<file path="src/rtl/codificador_instrucciones_if.sv">
// Loader-side bus of the instruction encoder: handshake, instruction fields,
// memory write port and fill status.
interface codificador_instrucciones_if #(
  parameter int DEPTH = 64
) ();
  localparam int CW = $clog2(DEPTH + 1);

  logic          clear;
  logic          in_valid;
  logic          in_ready;
  logic [3:0]    op_sel;
  logic [4:0]    rs;
  logic [4:0]    rt;
  logic [4:0]    rd;
  logic [15:0]   imm;
  logic [25:0]   target;
  logic          mem_we;
  logic [31:0]   mem_addr;
  logic [31:0]   mem_wdata;
  logic [CW-1:0] count;
  logic          full;
  logic          overflow;

  modport master (
    output clear, in_valid, op_sel, rs, rt, rd, imm, target,
    input  in_ready, mem_we, mem_addr, mem_wdata, count, full, overflow
  );

  modport slave (
    input  clear, in_valid, op_sel, rs, rt, rd, imm, target,
    output in_ready, mem_we, mem_addr, mem_wdata, count, full, overflow
  );
endinterface

</file>
<file path="src/rtl/codificador_instrucciones.sv">
// MIPS instruction encoder and program loader: encodes one instruction per
// handshake and writes it to instruction memory at consecutive word addresses.
//
// state   | meaning
// S_IDLE  | waiting for an instruction; ready unless memory is full
// S_WRITE | write strobe high for the word latched at accept
module codificador_instrucciones #(
  parameter int          DEPTH     = 64,
  parameter logic [31:0] BASE_ADDR = 32'h0000_0000
) (
  input  logic                       clk,
  input  logic                       rst_n,
  codificador_instrucciones_if.slave bus
);
  localparam int            CW      = $clog2(DEPTH + 1);
  localparam logic [CW-1:0] DEPTH_C = CW'(DEPTH);

  localparam logic [5:0] FN_ADD  = 6'b100000;
  localparam logic [5:0] FN_SUB  = 6'b100010;
  localparam logic [5:0] FN_AND  = 6'b100100;
  localparam logic [5:0] FN_OR   = 6'b100101;
  localparam logic [5:0] FN_SLT  = 6'b101010;
  localparam logic [5:0] OP_J    = 6'b000010;
  localparam logic [5:0] OP_JAL  = 6'b000011;
  localparam logic [5:0] OP_ADDI = 6'b001000;
  localparam logic [5:0] OP_ORI  = 6'b001101;
  localparam logic [5:0] OP_ANDI = 6'b001100;
  localparam logic [5:0] OP_SLTI = 6'b001010;
  localparam logic [5:0] OP_LW   = 6'b100011;
  localparam logic [5:0] OP_SW   = 6'b101011;
  localparam logic [5:0] OP_BEQ  = 6'b000100;
  localparam logic [5:0] OP_BNE  = 6'b000101;
  localparam logic [5:0] OP_BGTZ = 6'b000111;

  typedef enum logic {S_IDLE, S_WRITE} state_t;

  state_t        r_state;
  logic [31:0]   r_word;
  logic [31:0]   r_addr;
  logic [CW-1:0] r_count;
  logic          r_overflow;
  logic          r_mem_we;

  logic [31:0]   w_word;
  logic          w_full;
  logic          w_ready;

  function automatic logic [31:0] enc_r(input logic [5:0] funct, input logic [4:0] rs,
                                        input logic [4:0] rt, input logic [4:0] rd);
    return {6'b000000, rs, rt, rd, 5'b00000, funct};
  endfunction

  function automatic logic [31:0] enc_i(input logic [5:0] opcode, input logic [4:0] rs,
                                        input logic [4:0] rt, input logic [15:0] imm);
    return {opcode, rs, rt, imm};
  endfunction

  always_comb begin
    w_word = '0;
    case (bus.op_sel)
      4'd0:  w_word = enc_r(FN_ADD, bus.rs, bus.rt, bus.rd);
      4'd1:  w_word = enc_r(FN_SUB, bus.rs, bus.rt, bus.rd);
      4'd2:  w_word = enc_r(FN_AND, bus.rs, bus.rt, bus.rd);
      4'd3:  w_word = enc_r(FN_OR,  bus.rs, bus.rt, bus.rd);
      4'd4:  w_word = enc_r(FN_SLT, bus.rs, bus.rt, bus.rd);
      4'd5:  w_word = {OP_JAL, bus.target};
      4'd6:  w_word = enc_i(OP_ADDI, bus.rs, bus.rt, bus.imm);
      4'd7:  w_word = enc_i(OP_ORI,  bus.rs, bus.rt, bus.imm);
      4'd8:  w_word = enc_i(OP_ANDI, bus.rs, bus.rt, bus.imm);
      4'd9:  w_word = enc_i(OP_SLTI, bus.rs, bus.rt, bus.imm);
      4'd10: w_word = enc_i(OP_LW,   bus.rs, bus.rt, bus.imm);
      4'd11: w_word = enc_i(OP_SW,   bus.rs, bus.rt, bus.imm);
      4'd12: w_word = enc_i(OP_BEQ,  bus.rs, bus.rt, bus.imm);
      4'd13: w_word = enc_i(OP_BNE,  bus.rs, bus.rt, bus.imm);
      // bgtz has no second source register; rt is architecturally zero
      4'd14: w_word = enc_i(OP_BGTZ, bus.rs, 5'b00000, bus.imm);
      4'd15: w_word = {OP_J, bus.target};
    endcase
  end

  assign w_full  = (r_count == DEPTH_C);
  assign w_ready = (r_state == S_IDLE) && !w_full;

  always_ff @(posedge clk or negedge rst_n) begin
    if (!rst_n) begin
      r_state    <= S_IDLE;
      r_word     <= '0;
      r_addr     <= BASE_ADDR;
      r_count    <= '0;
      r_overflow <= 1'b0;
      r_mem_we   <= 1'b0;
    end else begin
      case (r_state)
        S_IDLE: begin
          if (bus.clear) begin
            r_addr     <= BASE_ADDR;
            r_count    <= '0;
            r_overflow <= 1'b0;
          end else if (bus.in_valid && w_ready) begin
            r_word   <= w_word;
            r_mem_we <= 1'b1;
            r_state  <= S_WRITE;
          end else if (bus.in_valid && w_full) begin
            r_overflow <= 1'b1;
          end
        end
        S_WRITE: begin
          r_mem_we <= 1'b0;
          r_state  <= S_IDLE;
          // the strobe of this cycle still goes out; clear only wins the increment
          if (bus.clear) begin
            r_addr     <= BASE_ADDR;
            r_count    <= '0;
            r_overflow <= 1'b0;
          end else begin
            r_addr  <= r_addr + 32'd4;
            r_count <= r_count + 1'b1;
          end
        end
        default: begin
          r_mem_we <= 1'b0;
          r_state  <= S_IDLE;
        end
      endcase
    end
  end

  assign bus.in_ready  = w_ready;
  assign bus.mem_we    = r_mem_we;
  assign bus.mem_addr  = r_addr;
  assign bus.mem_wdata = r_word;
  assign bus.count     = r_count;
  assign bus.full      = w_full;
  assign bus.overflow  = r_overflow;
endmodule

</file>
<file path="src/flat_wrapper.sv">
// flat-port wrapper written by rule: the top's interface ports become plain ports
module codificador_instrucciones_flat 
#(
  parameter int          DEPTH     = 64,
  parameter logic [31:0] BASE_ADDR = 32'h0000_0000
)
  (clk, rst_n, bus_clear, bus_in_valid, bus_op_sel, bus_rs, bus_rt, bus_rd, bus_imm, bus_target, bus_in_ready, bus_mem_we, bus_mem_addr, bus_mem_wdata, bus_count, bus_full, bus_overflow);
  codificador_instrucciones_if #(.DEPTH(DEPTH)) bus_i ();
  input  logic clk;
  input  logic rst_n;
  input wire logic [$bits(bus_i.clear)-1:0] bus_clear;
  input wire logic [$bits(bus_i.in_valid)-1:0] bus_in_valid;
  input wire logic [$bits(bus_i.op_sel)-1:0] bus_op_sel;
  input wire logic [$bits(bus_i.rs)-1:0] bus_rs;
  input wire logic [$bits(bus_i.rt)-1:0] bus_rt;
  input wire logic [$bits(bus_i.rd)-1:0] bus_rd;
  input wire logic [$bits(bus_i.imm)-1:0] bus_imm;
  input wire logic [$bits(bus_i.target)-1:0] bus_target;
  output wire logic [$bits(bus_i.in_ready)-1:0] bus_in_ready;
  output wire logic [$bits(bus_i.mem_we)-1:0] bus_mem_we;
  output wire logic [$bits(bus_i.mem_addr)-1:0] bus_mem_addr;
  output wire logic [$bits(bus_i.mem_wdata)-1:0] bus_mem_wdata;
  output wire logic [$bits(bus_i.count)-1:0] bus_count;
  output wire logic [$bits(bus_i.full)-1:0] bus_full;
  output wire logic [$bits(bus_i.overflow)-1:0] bus_overflow;
  assign bus_i.clear = bus_clear;
  assign bus_i.in_valid = bus_in_valid;
  assign bus_i.op_sel = bus_op_sel;
  assign bus_i.rs = bus_rs;
  assign bus_i.rt = bus_rt;
  assign bus_i.rd = bus_rd;
  assign bus_i.imm = bus_imm;
  assign bus_i.target = bus_target;
  assign bus_in_ready = bus_i.in_ready;
  assign bus_mem_we = bus_i.mem_we;
  assign bus_mem_addr = bus_i.mem_addr;
  assign bus_mem_wdata = bus_i.mem_wdata;
  assign bus_count = bus_i.count;
  assign bus_full = bus_i.full;
  assign bus_overflow = bus_i.overflow;
  codificador_instrucciones #(.DEPTH(DEPTH), .BASE_ADDR(BASE_ADDR)) u_core (.clk(clk), .rst_n(rst_n), .bus(bus_i));
endmodule
</file>
<file path="config.mk">
export PLATFORM = sky130hd
export DESIGN_NAME = codificador_instrucciones_flat
export DESIGN_NICKNAME = d
export VERILOG_FILES = /design/src/rtl/codificador_instrucciones_if.sv /design/src/rtl/codificador_instrucciones.sv /design/src/flat_wrapper.sv
export SDC_FILE = /design/constraint.sdc
export NUM_CORES = 1
export LEC_CHECK = 0
export BUFFER_PORTS_ARGS = -buffer_cell sky130_fd_sc_hd__buf_4
export CORE_ASPECT_RATIO = 0.9
export CORE_MARGIN = 10
export CORE_UTILIZATION = 55
export CTS_BUF_LIST = sky130_fd_sc_hd__clkbuf_8
export CTS_CLUSTER_DIAMETER = 80
export DETAILED_ROUTE_END_ITERATION = 8
export PLACE_DENSITY = 0.89
export SETUP_SLACK_MARGIN = 0.3
export SYNTH_ARGS = -nofsm -noshare
export SYNTH_HDL_FRONTEND = slang
export SYNTH_SLANG_ARGS = --single-unit
</file>
<file path="constraint.sdc">
create_clock -name clk -period 4.9 [get_ports clk]
set_input_delay 0.245 -clock clk [delete_from_list [all_inputs] [get_ports clk]]
set_output_delay 0.245 -clock clk [all_outputs]
set_load 0.02 [all_outputs]
</file>
# Word level (Yosys, flattened, before mapping)
# Cells that the tools add are included.
dict set report totals {
  input_bits 65
  ramBits 0
  latch_bits 0
  out_inout_bits 75
  mem_count 0
  romBits 0
  reg_bits 74
  word_cells 58
}
dict set report classes {
  eq_ne 22
  bitwise 2
  mux 18
  multipliers 0
  n_reduce_logical 8
  shifts 0
  n_div 0
  order_cmp 0
  addsub 2
}
# cell count
set op_table {}
lappend op_table {{case mux 32 bit (16 select lines)} 1}
lappend op_table {{2-to-1 mux 32 bit} 2}
lappend op_table {{case mux 32 bit (2 select lines)} 1}
lappend op_table {{adder 32 x 3 -> 32 bit, second input constant} 1}
lappend op_table {{== test 4 bit, second input constant} 8}
lappend op_table {{== test 4 x 3 -> 1 bit, second input constant} 4}
lappend op_table {{2-to-1 mux 7 bit} 2}
lappend op_table {{case mux 7 bit (2 select lines)} 1}
lappend op_table {{== test 4 x 2 -> 1 bit, second input constant} 2}
lappend op_table {{2-to-1 mux 1 bit} 8}
lappend op_table {{!= test 2 bit, second input constant} 4}
lappend op_table {{adder 7 x 1 -> 7 bit, second input constant} 1}
lappend op_table {{== test 7 bit, second input constant} 1}
lappend op_table {{!= test 3 bit, second input constant} 2}
lappend op_table {{case mux 1 bit (2 select lines)} 3}
lappend op_table {{AND reduction 3 bit} 2}
lappend op_table {{== test 4 x 1 -> 1 bit, second input constant} 1}
lappend op_table {{zero test 4 bit} 1}
lappend op_table {{logical AND 1 bit} 3}
lappend op_table {{NOT 1 bit} 2}
lappend op_table {{AND reduction 2 bit} 1}
lappend op_table {{zero test 1 bit} 1}

# Depth between registers and ports, before layout
dict set report depth {
  depth_word 7
  depth_mapped 8
  mapped_depth_nobuf 7
}

# Worst setup path before layout
# OpenSTA, ideal clock, no wires.
dict set report synth_path {
  path_type {reg2out}
  startpoint {register u_core.r_count[3] (netlist: u_core.bus.count[3])}
  endpoint {output bus_in_ready}
  setup_slack_ns 3.033
  required_time_ns 4.655
  stages_incl_launch_ff 4
  n_path_buf 0
  t_arrival_ns 1.622
  cell_sequence {dfrtp_1 or4_4 nor2_1 nor2_1}
}
dict set report synth_via {
  elab_chain_cells 3
}
# item line
set synth_rtl {}
lappend synth_rtl {{from (decl)} codificador_instrucciones.sv:40} ;# logic [CW-1:0] r_count;
lappend synth_rtl {{from (signal assigned)} codificador_instrucciones.sv:117} ;# r_count <= r_count + 1'b1;
lappend synth_rtl {{== test 7 bit} codificador_instrucciones.sv:81} ;# assign w_full = (r_count == DEPTH_C);
lappend synth_rtl {{named net bus_full} flat_wrapper.sv:24} ;# output wire logic [$bits(bus_i.full)-1:0] bus_full;
lappend synth_rtl {{zero test 1 bit} codificador_instrucciones.sv:82} ;# assign w_ready = (r_state == S_IDLE) && !w_full;
lappend synth_rtl {{logical AND 1 bit} codificador_instrucciones.sv:82}
lappend synth_rtl {{to (decl)} flat_wrapper.sv:19} ;# output wire logic [$bits(bus_i.in_ready)-1:0] bus_in_ready;
# The timed path passes the listed nets, and every way through them passes these cells.

# Final worst setup path
dict set report layout_path {
  startpoint {register u_core.r_state}
  endpoint {register u_core.r_addr[28] (netlist: u_core.bus.mem_addr[28])}
}
dict set report layout_via {
  elab_chain_cells 2
  word_cells_on_any_way 3
  classes_between {eq/ne (1); mux (1); bitwise (1)}
}
# item line
set layout_rtl {}
lappend layout_rtl {{from (decl)} codificador_instrucciones.sv:37} ;# state_t r_state;
lappend layout_rtl {{from (signal assigned)} codificador_instrucciones.sv:86} ;# r_state <= S_IDLE;
lappend layout_rtl {{from (signal assigned)} codificador_instrucciones.sv:102} ;# r_state <= S_WRITE;
lappend layout_rtl {{from (signal assigned)} codificador_instrucciones.sv:109} ;# r_state <= S_IDLE;
lappend layout_rtl {{NOT 1 bit} codificador_instrucciones.sv:93} ;# case (r_state)
lappend layout_rtl {{case mux 32 bit (2 select lines) or != test 2 bit (tied branches)} n/a}
lappend layout_rtl {{to (signal assigned)} codificador_instrucciones.sv:116} ;# r_addr <= r_addr + 32'd4;
lappend layout_rtl {{to (decl)} codificador_instrucciones.sv:39} ;# logic [31:0] r_addr;
# Several ways; a longest one is shown, not always the timed one.
# A chain may end at the register's enable or synchronous reset.

==> results.json <==
{
  "status": "completed",
  "rsz0062_at_grt": "no",
  "cts_hold_buffers": 0,
  "setup_ws_ns": 2.511,
  "num_vias": 3545,
  "nets": 582,
  "cts_setup_buffers": 0,
  "placementRows": 28,
  "hold_viol": 0,
  "power_density_nw_per_um2": 302.0,
  "h-tree-depth": 3,
  "grt_pass1_vias": 3567,
  "drc": 0,
  "cp.required_ns": 5.17,
  "antenna_found_initial": 0,
  "yosysWarnings": 0,
  "wirelength_um": 11210,
  "end_kind": "flip-flop",
  "synth-edff-count": 0,
  "path_max_fanout": 15,
  "pre_cts_ws_ns": 2.541,
  "power_frac_seq_pct": 45.4,
  "grt.overflow.total": 0,
  "post-route-period-util_pct": 48.75,
  "reg2regPathDepth": 4,
  "synthDistinctLibCells": 51,
  "clock_sinks": 71,
  "intPower_mw": 1.044,
  "critPathCapture": "u_core.bus.mem_addr[28]$_DFFE_PN0N_",
  "fin_skew_ns": 0.008636,
  "grt_start_max_net_pins": 72,
  "placedCellCount": 593,
  "drt_iter0_drc": 231,
  "cts_buffers": 9,
  "totalPowerFinal_mw": 1.476,
  "synthCells": 393,
  "r2r_setup_slack_ns": 2.51,
  "power_frac_comb_pct": 21.1,
  "ys.flop_type": "dfrtp_1",
  "cts.clk_slew.worst_paths_ns": 0.07,
  "ys_seq_area_share_pct": 48.45,
  "cts_tree": "built",
  "min_path_type": "input pin to async pin",
  "num_antenna_cells": 0,
  "place_congestion": 0.8172,
  "synth_top_area_share_pct": 48.45,
  "synth.ff_latch_count": 71,
  "root_buffer": "clkbuf_8",
  "arrival_ns": 2.66,
  "rr_startpoint": "u_core.r_state$_DFF_PN0_",
  "grt_pass1_wl_um": 18010,
  "core_um2": 6516,
  "port_buffers": 136,
  "cts.path.max_buffers": 2,
  "n_fill_cell": 482,
  "pwr-share-clk_pct": 33.5,
  "dpl.hpwl_um": 8209,
  "critical_path_class": "flip-flop to flip-flop",
  "synth_top_area_cell": "dfrtp_1",
  "worst_pin_slew_ns": 0.9278,
  "instances_no_fill": 609,
  "power.switching_uw": 431.9,
  "syn_to_final_growth_pct": 33.27,
  "r2r_end": "u_core.bus.mem_addr[28]$_DFFE_PN0N_",
  "synth.area.top_cells": "dfrtp_1 (48%), nor2_1 (4.2%), xor2_1 (3.8%)",
  "fmax_mhz": 418.6,
  "cts_resized": 0,
  "slew_headroom_pct": 38.15,
  "min_period_ns": 2.389,
  "die_area_um2": 10340,
  "synthArstFlopShare_pct": 100.0,
  "finalSetupTns_ns": 0,
  "slew_violations": 0,
  "syn_area_per_cell_um2": 9.331,
  "syn-cell-area_um2": 3667,
  "setup_viol": 0,
  "io_pins": 140,
  "cap_violations": 0,
  "antenna_left": 0,
  "drive_gt1_share_pct": 30.64,
  "ir_worst_vdd_uv": 216.1,
  "total_leakage_power_nw": 2.329,
  "dr.pass1.iters": 5,
  "start_util_pct": 56.28,
  "crit_start": "u_core.r_state$_DFF_PN0_",
  "track_usage_pct": 20.92,
  "startpoint_type": "flip-flop",
  "routedWlPerCell_um": 18.41,
  "clock_latency_ns": 0.34,
  "die_width_um": 106.1,
  "sw_frac_of_total_pct": 29.26,
  "fp.dieH_um": 97.47,
  "avgViaCountPerCell": 5.821
}
[cell usage after synthesis (all sizes together), types with 2 or more instances]
master / number
o31ai: 6
ha: 3
nand4: 15
a21o: 3
nor2: 41
dfrtp: 71
o21ai: 26
nand4b: 2
a32oi: 2
a31oi: 7
a221oi: 2
xor2: 16
or3: 7
and4: 6
and2: 5
xnor2: 4
nor2b: 2
clkbuf: 11
a221o: 5
and3: 13
nor3b: 3
a22oi: 11
buf: 18
mux2i: 2
o22ai: 5
nand3: 18
a21oi: 25
inv: 9
nand2: 32
a211oi: 2
or4: 7
[cell families after synthesis]
family	Yosys count	synth area share, %
mux	3	0.8530
flops	71	48.45
other cells	1	0.1023
simple gates	154	21.97
compound gates	102	17.88
xor+xnor	20	4.776
fa+ha+maj	4	1.297
buf+inv	38	4.674
[worst max-delay path: stages (launching register included)]
cell and delay (ns):
dfrtp_1 0.67, and4_1 0.54, nand4_2 0.37, or4_1 0.58, a21oi_1 0.15
[layout make-up]
| cell class | count | area (µm²) | area share [%] |
|---|---|---|---|
| sequential | 71 | 1777 | 36.35 |
| multi-input combinational | 286 | 1727 | 35.33 |
| timing repair buffer | 137 | 1028 | 21.04 |
| clock buffer | 12 | 165.2 | 3.379 |
| tap | 90 | 112.6 | 2.304 |
| clock inverter | 4 | 43.79 | 0.8961 |
| inverter | 9 | 33.78 | 0.6912 |
[flip-flops by register name (all words and copies together) (netlist names)]
| register | flops |
|---|---|
| u_core.bus.count | 7 |
| u_core.bus.mem_addr | 30 |
| u_core.bus.mem_wdata | 31 |
| u_core.bus.mem_we | 1 |
| u_core.bus.overflow | 1 |
| u_core.r_state | 1 |
[metrics by stage]
| stage | hold slack, ns | utilization (%) | cell area, µm² |
|---|---|---|---|
| after floorplan | -0.05059 | - | 3675 |
| after global placement | 0.4151 | 71.79 | 4678 |
| after detailed placement | 0.4223 | 71.79 | 4678 |
| after CTS | 0.05293 | 75.00 | 4887 |
| after global routing | 0.09972 | 75.00 | 4887 |
| final | 0.01779 | 75.00 | 4887 |
[per-layer routing]
metal	share of wire [%]	GRT usage, %	wire (µm)	up-vias
met5	0	0	0	-
met3	7.3	6.167	815	20
met4	1.5	5.515	165	0
li1	-	-	-	1665
met1	40	25.48	4464	1722
met2	51	35.12	5764	138
[cells in the final DEF, fill, tap and decap left out, types with 2 or more instances in the layout]
cell type and n:
buf_4 137, dfrtp_1 71, nor2b_1 2, nand4b_1 2
a21o_1 3, inv_1 9, a221o_1 5, a31oi_1 7
clkinv_2 2, or4_1 6, mux2i_1 2, nand4_1 14
a32oi_1 2, nor2_1 41, nor3b_1 3, xor2_1 16
and4_1 6, o31ai_1 6, nand2_1 32, ha_1 3
a221oi_1 2, a22oi_1 11, and2_1 5, a21oi_1 25
conb_1 3, o22ai_1 5, and3_1 13, clkbuf_8 12
o21ai_0 25, or3_1 7, a211oi_1 2, xnor2_1 4
nand3_1 18
[power by group through the flow]
stage	logic (mW)	registers, mW	clock network (mW)
after CTS	0.313	0.669	0.493
after detailed placement	0.313	0.679	0
after floorplan	0.0964	0.733	0
final	0.312	0.670	0.494
after global placement	0.304	0.678	0
after global routing	0.336	0.676	0.515
[worst min path at each step]
stage	from	end	depth (start not counted)
floorplan	rst_n	u_core.bus.count[0]$_DFFE_PN0N_	0
global placement	rst_n	u_core.bus.mem_addr[31]$_DFFE_PN0N_	1
detailed placement	rst_n	u_core.bus.mem_addr[31]$_DFFE_PN0N_	1
CTS	rst_n	u_core.bus.mem_addr[14]$_DFFE_PN0N_	1
global route	rst_n	u_core.bus.mem_addr[22]$_DFFE_PN0N_	1
finish	rst_n	u_core.bus.mem_addr[9]$_DFFE_PN0N_	1
Note: power is estimated with default switching activity, not from simulation.
